==> src/rtl/scan_code_sequencer_if.sv <==
// Byte-input and event-output stream signals of scan_code_sequencer.
// master = byte producer / event consumer side, slave = sequencer side.
interface scan_code_sequencer_if;
    logic       code_strobe;
    logic [7:0] code_data;
    logic       parity_ok;
    logic       out_valid;
    logic       out_ready;
    logic [7:0] out_code;
    logic       out_extended;
    logic       out_break;

    modport master (
        output code_strobe, code_data, parity_ok, out_ready,
        input  out_valid, out_code, out_extended, out_break
    );

    modport slave (
        input  code_strobe, code_data, parity_ok, out_ready,
        output out_valid, out_code, out_extended, out_break
    );
endinterface

==> src/rtl/scan_code_sequencer.sv <==
// Folds E0/F0 prefix bytes into key events and buffers them in a show-ahead FIFO.
// Define SCAN_SEQ_TIMEOUT_EN to compile in the prefix timeout counter.
module scan_code_sequencer #(
    parameter int unsigned FIFO_DEPTH     = 8,
    parameter int unsigned TIMEOUT_CYCLES = 4096
) (
    input  logic                         fclk,
    input  logic                         rst,
    scan_code_sequencer_if.slave         bus,
    output logic [$clog2(FIFO_DEPTH):0]  fifo_level,
    output logic                         parity_err,
    output logic                         seq_err,
    output logic                         overflow
);
    localparam int unsigned AW = $clog2(FIFO_DEPTH);
    localparam logic [7:0] CODE_E0 = 8'hE0;
    localparam logic [7:0] CODE_F0 = 8'hF0;

    typedef enum logic [1:0] {IDLE, GOT_E0, GOT_F0, GOT_E0F0} state_e;

    state_e      state_q, state_d;
    logic        parity_err_q, parity_err_d;
    logic        seq_err_q, seq_err_d;
    logic        overflow_q, overflow_d;
    logic [AW:0] level_q, level_d;
    logic [AW-1:0] wr_q, wr_d, rd_q, rd_d;
    logic [9:0]  mem_q [FIFO_DEPTH];

    logic        push, push_ext, push_brk, push_ok, pop, full;
    logic        is_e0, is_f0;
    logic [9:0]  head;

    assign is_e0 = (bus.code_data == CODE_E0);
    assign is_f0 = (bus.code_data == CODE_F0);

`ifdef SCAN_SEQ_TIMEOUT_EN
    localparam int unsigned CW = (TIMEOUT_CYCLES > 2) ? $clog2(TIMEOUT_CYCLES) : 1;
    localparam logic [CW-1:0] TMO_LAST = CW'(TIMEOUT_CYCLES - 1);
    logic [CW-1:0] tmo_q, tmo_d;
    logic          tmo_hit;

    assign tmo_hit = (state_q != IDLE) && (tmo_q == TMO_LAST);
    always_comb begin
        if (bus.code_strobe || state_q == IDLE || tmo_hit) tmo_d = '0;
        else                                               tmo_d = tmo_q + 1'b1;
    end

    always_ff @(posedge fclk) begin
        if (rst) tmo_q <= '0;
        else     tmo_q <= tmo_d;
    end
`endif

    always_comb begin
        state_d      = state_q;
        push         = 1'b0;
        push_ext     = 1'b0;
        push_brk     = 1'b0;
        parity_err_d = 1'b0;
        seq_err_d    = 1'b0;
        if (bus.code_strobe) begin
            if (!bus.parity_ok) begin
                parity_err_d = 1'b1;
                state_d      = IDLE;
            end else begin
                case (state_q)
                    IDLE: begin
                        if (is_e0)      state_d = GOT_E0;
                        else if (is_f0) state_d = GOT_F0;
                        else            push    = 1'b1;
                    end
                    GOT_E0: begin
                        if (is_f0) state_d = GOT_E0F0;
                        else if (!is_e0) begin
                            push     = 1'b1;
                            push_ext = 1'b1;
                            state_d  = IDLE;
                        end
                    end
                    GOT_F0: begin
                        state_d = IDLE;
                        if (is_e0 || is_f0) seq_err_d = 1'b1;
                        else begin
                            push     = 1'b1;
                            push_brk = 1'b1;
                        end
                    end
                    default: begin
                        state_d = IDLE;
                        if (is_e0 || is_f0) seq_err_d = 1'b1;
                        else begin
                            push     = 1'b1;
                            push_ext = 1'b1;
                            push_brk = 1'b1;
                        end
                    end
                endcase
            end
        end
`ifdef SCAN_SEQ_TIMEOUT_EN
        else if (tmo_hit) begin
            seq_err_d = 1'b1;
            state_d   = IDLE;
        end
`endif
    end

    // A full FIFO still accepts a push when the head leaves in the same cycle.
    always_comb begin
        full       = (level_q == (AW+1)'(FIFO_DEPTH));
        pop        = bus.out_valid && bus.out_ready;
        push_ok    = push && (!full || pop);
        overflow_d = push && full && !pop;
        wr_d       = push_ok ? wr_q + 1'b1 : wr_q;
        rd_d       = pop ? rd_q + 1'b1 : rd_q;
        case ({push_ok, pop})
            2'b10:   level_d = level_q + 1'b1;
            2'b01:   level_d = level_q - 1'b1;
            default: level_d = level_q;
        endcase
    end

    always_ff @(posedge fclk) begin
        if (rst) begin
            state_q      <= IDLE;
            parity_err_q <= 1'b0;
            seq_err_q    <= 1'b0;
            overflow_q   <= 1'b0;
            level_q      <= '0;
            wr_q         <= '0;
            rd_q         <= '0;
        end else begin
            state_q      <= state_d;
            parity_err_q <= parity_err_d;
            seq_err_q    <= seq_err_d;
            overflow_q   <= overflow_d;
            level_q      <= level_d;
            wr_q         <= wr_d;
            rd_q         <= rd_d;
        end
    end

    always_ff @(posedge fclk) begin
        if (push_ok) mem_q[wr_q] <= {push_ext, push_brk, bus.code_data};
    end

    assign head             = mem_q[rd_q];
    assign bus.out_valid    = (level_q != '0);
    assign bus.out_code     = bus.out_valid ? head[7:0] : '0;
    assign bus.out_extended = bus.out_valid && head[9];
    assign bus.out_break    = bus.out_valid && head[8];
    assign fifo_level       = level_q;
    assign parity_err       = parity_err_q;
    assign seq_err          = seq_err_q;
    assign overflow         = overflow_q;
endmodule

==> src/flat_wrapper.sv <==
// flat-port wrapper written by rule: the top's interface ports become plain ports
module scan_code_sequencer_flat 
#(
    parameter int unsigned FIFO_DEPTH     = 8,
    parameter int unsigned TIMEOUT_CYCLES = 4096
)
  (fclk, rst, fifo_level, parity_err, seq_err, overflow, bus_code_strobe, bus_code_data, bus_parity_ok, bus_out_ready, bus_out_valid, bus_out_code, bus_out_extended, bus_out_break);
  scan_code_sequencer_if bus_i ();
  input  logic fclk;
  input  logic rst;
  output logic [$clog2(FIFO_DEPTH):0] fifo_level;
  output logic parity_err;
  output logic seq_err;
  output logic overflow;
  input wire logic [$bits(bus_i.code_strobe)-1:0] bus_code_strobe;
  input wire logic [$bits(bus_i.code_data)-1:0] bus_code_data;
  input wire logic [$bits(bus_i.parity_ok)-1:0] bus_parity_ok;
  input wire logic [$bits(bus_i.out_ready)-1:0] bus_out_ready;
  output wire logic [$bits(bus_i.out_valid)-1:0] bus_out_valid;
  output wire logic [$bits(bus_i.out_code)-1:0] bus_out_code;
  output wire logic [$bits(bus_i.out_extended)-1:0] bus_out_extended;
  output wire logic [$bits(bus_i.out_break)-1:0] bus_out_break;
  assign bus_i.code_strobe = bus_code_strobe;
  assign bus_i.code_data = bus_code_data;
  assign bus_i.parity_ok = bus_parity_ok;
  assign bus_i.out_ready = bus_out_ready;
  assign bus_out_valid = bus_i.out_valid;
  assign bus_out_code = bus_i.out_code;
  assign bus_out_extended = bus_i.out_extended;
  assign bus_out_break = bus_i.out_break;
  scan_code_sequencer #(.FIFO_DEPTH(FIFO_DEPTH), .TIMEOUT_CYCLES(TIMEOUT_CYCLES)) u_core (.fclk(fclk), .rst(rst), .bus(bus_i), .fifo_level(fifo_level), .parity_err(parity_err), .seq_err(seq_err), .overflow(overflow));
endmodule
==> config.mk <==
export PLATFORM = sky130hd
export DESIGN_NAME = scan_code_sequencer_flat
export DESIGN_NICKNAME = d
export VERILOG_FILES = /design/src/rtl/scan_code_sequencer_if.sv /design/src/rtl/scan_code_sequencer.sv /design/src/flat_wrapper.sv
export SDC_FILE = /design/constraint.sdc
export NUM_CORES = 1
export LEC_CHECK = 0
export ABC_AREA = 1
export BUFFER_PORTS_ARGS = -buffer_cell sky130_fd_sc_hd__buf_2
export CAP_MARGIN = 25
export CORE_MARGIN = 2
export CORE_UTILIZATION = 55
export CTS_CLUSTER_DIAMETER = 120
export DETAILED_ROUTE_END_ITERATION = 8
export GPL_ROUTABILITY_DRIVEN = 0
export PLACE_DENSITY = 0.82
export SLEW_MARGIN = 20
export SYNTH_ARGS = -nofsm -noshare
export SYNTH_HDL_FRONTEND = slang
export SYNTH_SLANG_ARGS = --single-unit
==> constraint.sdc <==
create_clock -name fclk -period 2.32 [get_ports fclk]
set_clock_uncertainty 0.2 [all_clocks]
set_input_delay 0.116 -clock fclk [delete_from_list [all_inputs] [get_ports fclk]]
set_output_delay 0.116 -clock fclk [all_outputs]
set_load 0.05 [all_outputs]
==> flow_summary_export.csv <==
group,metric,value,unit
run_status,outcome,"finished, final reports clean",
yosys,synth_common_cells,"nor2_1, edfxtp_1, o21ai_1",
cells_and_area,nets,455,
timing,whs,59.7,ps
yosys,yosysWarnings,0,
clocking,clock-sinks,98,
clocking,clk_pin_slew,100,ps
timing,min_period,2210,ps
timing,hold_viol_final,0,
global_routing,grt_max_degree,41,
die,die_h,90.5,um
yosys,synth_most_common_cell,"nor2_1",
yosys,synthCells,373,
timing,tightestPinTransition,487,ps
timing,finalSetupViolCount,0,
power,p_int,3110,uW
yosys,synthArstFlopShare,0,
timing,finalCritPeriodShare,0.951,
yosys,ys_seq_area_frac,0.672,
yosys,synth_edf_count,80,
run,cap_violations,0,
drt,first_pass_iters,5,
drt,drc,0,
drt,ant_nets,0,
worst_setup_path,crit_path_max_fanout,9,
yosys,avgSynthCellArea,11.0,um^2
drt,avgViaCountPerCell,5.48,
yosys,synth_ff_type,"edfxtp_1",
yosys,syn_area,4110,um^2
global_routing,grt_first_pass_wirelength,13900,um
yosys,ys_types,27,
drt,vias,2967,
place,placed_cells,503,
timing,fmax,453,MHz
power,p_leak,0.00189,uW
worst_setup_path,crit_type,"primary input to flip-flop",
drt,totalWireLength,8670,um
worst_setup_path,arrival,2260,ps
power,powerDensity,1100,nW/um^2
yosys,synth_top_area_frac,0.584,
clocking,htree_levels,3,
clocking,cts_root_buf,"clkbuf_8",
cells_and_area,syn_to_final_growth,19.3,%
global_routing,grt_pass1_vias,2885,
drt,drtIter0Drc,207,
die,fp.dieW,90.5,um
global_routing,antenna_found_initial,0,
worst_setup_path,critPathLaunchType,"primary input",
die,io_pins,31,
power,peakVddDrop,1.15,mV
cells_and_area,stdcell_count,541,
die,start_util,0.567,
power,total_power,5400,uW
timing,slew_headroom,0.674,
cells_and_area,layout-drive-gt1-share,0.199,
die,coreArea,7250,um^2
die,dieArea,8190,um^2
global_routing,grtUsageTotal,0.222,
worst_setup_path,cp-end-kind,"flip-flop",
yosys,synth.area.top_cells,"edfxtp_1, dfxtp_1, nor2_1",
power,swShare,0.425,
power,pwr-share-comb,0.426,
clocking,insertion_delay,350,ps
worst_hold_path,hp-class,"primary input to flip-flop",
power,seqPwrFrac,0.387,
die,std_cell_rows,31,
yosys,synth_nets,391,
global_routing,overflow,0,
cells_and_area,diodes,0,
timing,finalSetupTns,0,ps
timing,slew_viol_final,0,
yosys,synth-seq-cells,98,
power,p_clk_frac,0.187,
clocking,cts_made_buffers,9,
yosys,yosysTopAreaCell,"edfxtp_1",
clocking,cts_tree,"built",
place,io_buffer_count,30,
clocking,clock_path_buffers,2,
worst_setup_path,required,2380,ps
drt,wl_per_cell,16.0,um
place,dp_hpwl,5270,um
power,p_sw,2300,uW
state kept, by name, summed over array words and instances (netlist names), named ones only:
name	flops
u_core.fifo_level	4
u_core.mem_q	80
u_core.overflow	1
u_core.parity_err	1
u_core.rd_q	3
u_core.seq_err	1
u_core.state_q	2
u_core.wr_q	3
cells by family (layout without fill, tap and decap cells):
family | count (synthesis) | after routing | share of synthesized area
AO/OA/AOI/OAI | 76 | 76 | 0.0982
XOR/XNOR | 5 | 5 | 0.0106
adder cells (fa/ha/maj) | 5 | 5 | 0.0152
buffers and inverters | 39 | 108 | 0.0398
flip-flops | 98 | 98 | 0.672
multiplexers | 10 | 10 | 0.0243
AND/OR/NAND/NOR | 140 | 140 | 0.140
metal layers:
layer  GRT usage  vias up  share of wire
met1       0.278     1422           0.41
met3      0.0326       19          0.047
met5           0        -              0
met2       0.376      102           0.51
met4       0.114        0          0.030
li1            -     1424              -
cell type report:
type                            count  area (um^2)
Clock inverter                      7         60.1
Tap cell                           99          124
Fill cell                         522         2350
Timing Repair Buffer               67          514
Clock buffer                        9          124
Multi-Input combinational cell    236         1220
Inverter                           25         96.3
Sequential cell                    98         2770
cells in the final DEF (no fill, tap or decap), types with 2 or more instances in the layout:
| cell type | synthesis | final |
|---|---|---|
| o21ai_0 | 14 | 13 |
| nand2_1 | 33 | 32 |
| inv_1 | 22 | 21 |
| clkbuf_4 | 0 | 3 |
| inv_6 | 0 | 2 |
| inv_2 | 3 | 3 |
| ha_1 | 5 | 3 |
| clkinv_4 | 0 | 3 |
| nor3_1 | 2 | 2 |
| nand4_1 | 2 | 2 |
| edfxtp_1 | 80 | 80 |
| clkbuf_8 | 0 | 9 |
| buf_6 | 0 | 3 |
| dlymetal6s4s_1 | 0 | 2 |
| dfxtp_1 | 18 | 13 |
| nand3_1 | 8 | 8 |
| o22ai_1 | 10 | 10 |
| dlygate4sd3_1 | 0 | 14 |
| xor2_1 | 4 | 4 |
| nor2_1 | 88 | 86 |
| nor2_4 | 1 | 2 |
| nor2_2 | 2 | 3 |
| a21oi_1 | 10 | 9 |
| o21ai_1 | 41 | 42 |
| buf_4 | 2 | 21 |
| mux2i_1 | 10 | 10 |
| buf_2 | 8 | 23 |
| dfxtp_2 | 0 | 5 |
critical path: stages:
cell and delay [ps]:
dlygate4sd3_1 550, buf_4 160, inv_1 40, nand2_1 100, nor2_4 70, o21ai_4 90, nand3_2 130, ha_4 200
nand2_1 70, inv_2 40, nor2_2 130, ha_2 200, a21oi_2 40, xnor2_1 140, o21ai_1 140, inv_1 40
power by group through the flow:
| stage | Clock [uW] | Sequential, uW | Combinational (uW) |
|---|---|---|---|
| global route | 1110 | 2100 | 2500 |
| detailed placement | 0 | 2120 | 2170 |
| floorplan | 0 | 2230 | 1530 |
| CTS | 1030 | 2080 | 2200 |
| finish | 1010 | 2090 | 2300 |
| global placement | 0 | 2110 | 2120 |
worst paths after layout:
check	startpoint	endpoint	slack, ps	depth (start not counted)
min reg2reg	u_core.rd_q[2]	flip-flop	270	2
max	bus_code_data[3]	u_core.fifo_level[2]	110	16
min	bus_code_data[4]	u_core.mem_q[3][4]	60	3
max reg2reg	u_core.fifo_level[2]	u_core.fifo_level[2]	190	12
per-stage QoR:
step | util | cell area, um^2 | setup slack (ps)
3_3_place_gp | 0.613 | 4450 | 243
3_5_place_dp | 0.613 | 4450 | 156
4_1_cts | 0.659 | 4780 | 3.07
5_1_grt | 0.676 | 4910 | -64.1
2_1_floorplan | - | 4120 | 115
6_report | 0.676 | 4910 | 114
timing repair:
action / in CTS / in global routing
endpoints found under the setup margin: 0 / 10
gates resized for setup: 0 / 27
hold endpoints to repair: 76 / 4
buffers inserted: 0 / 7
hold buffers: 15 / 1
No activity file was read; power rests on OpenSTA's default activity.
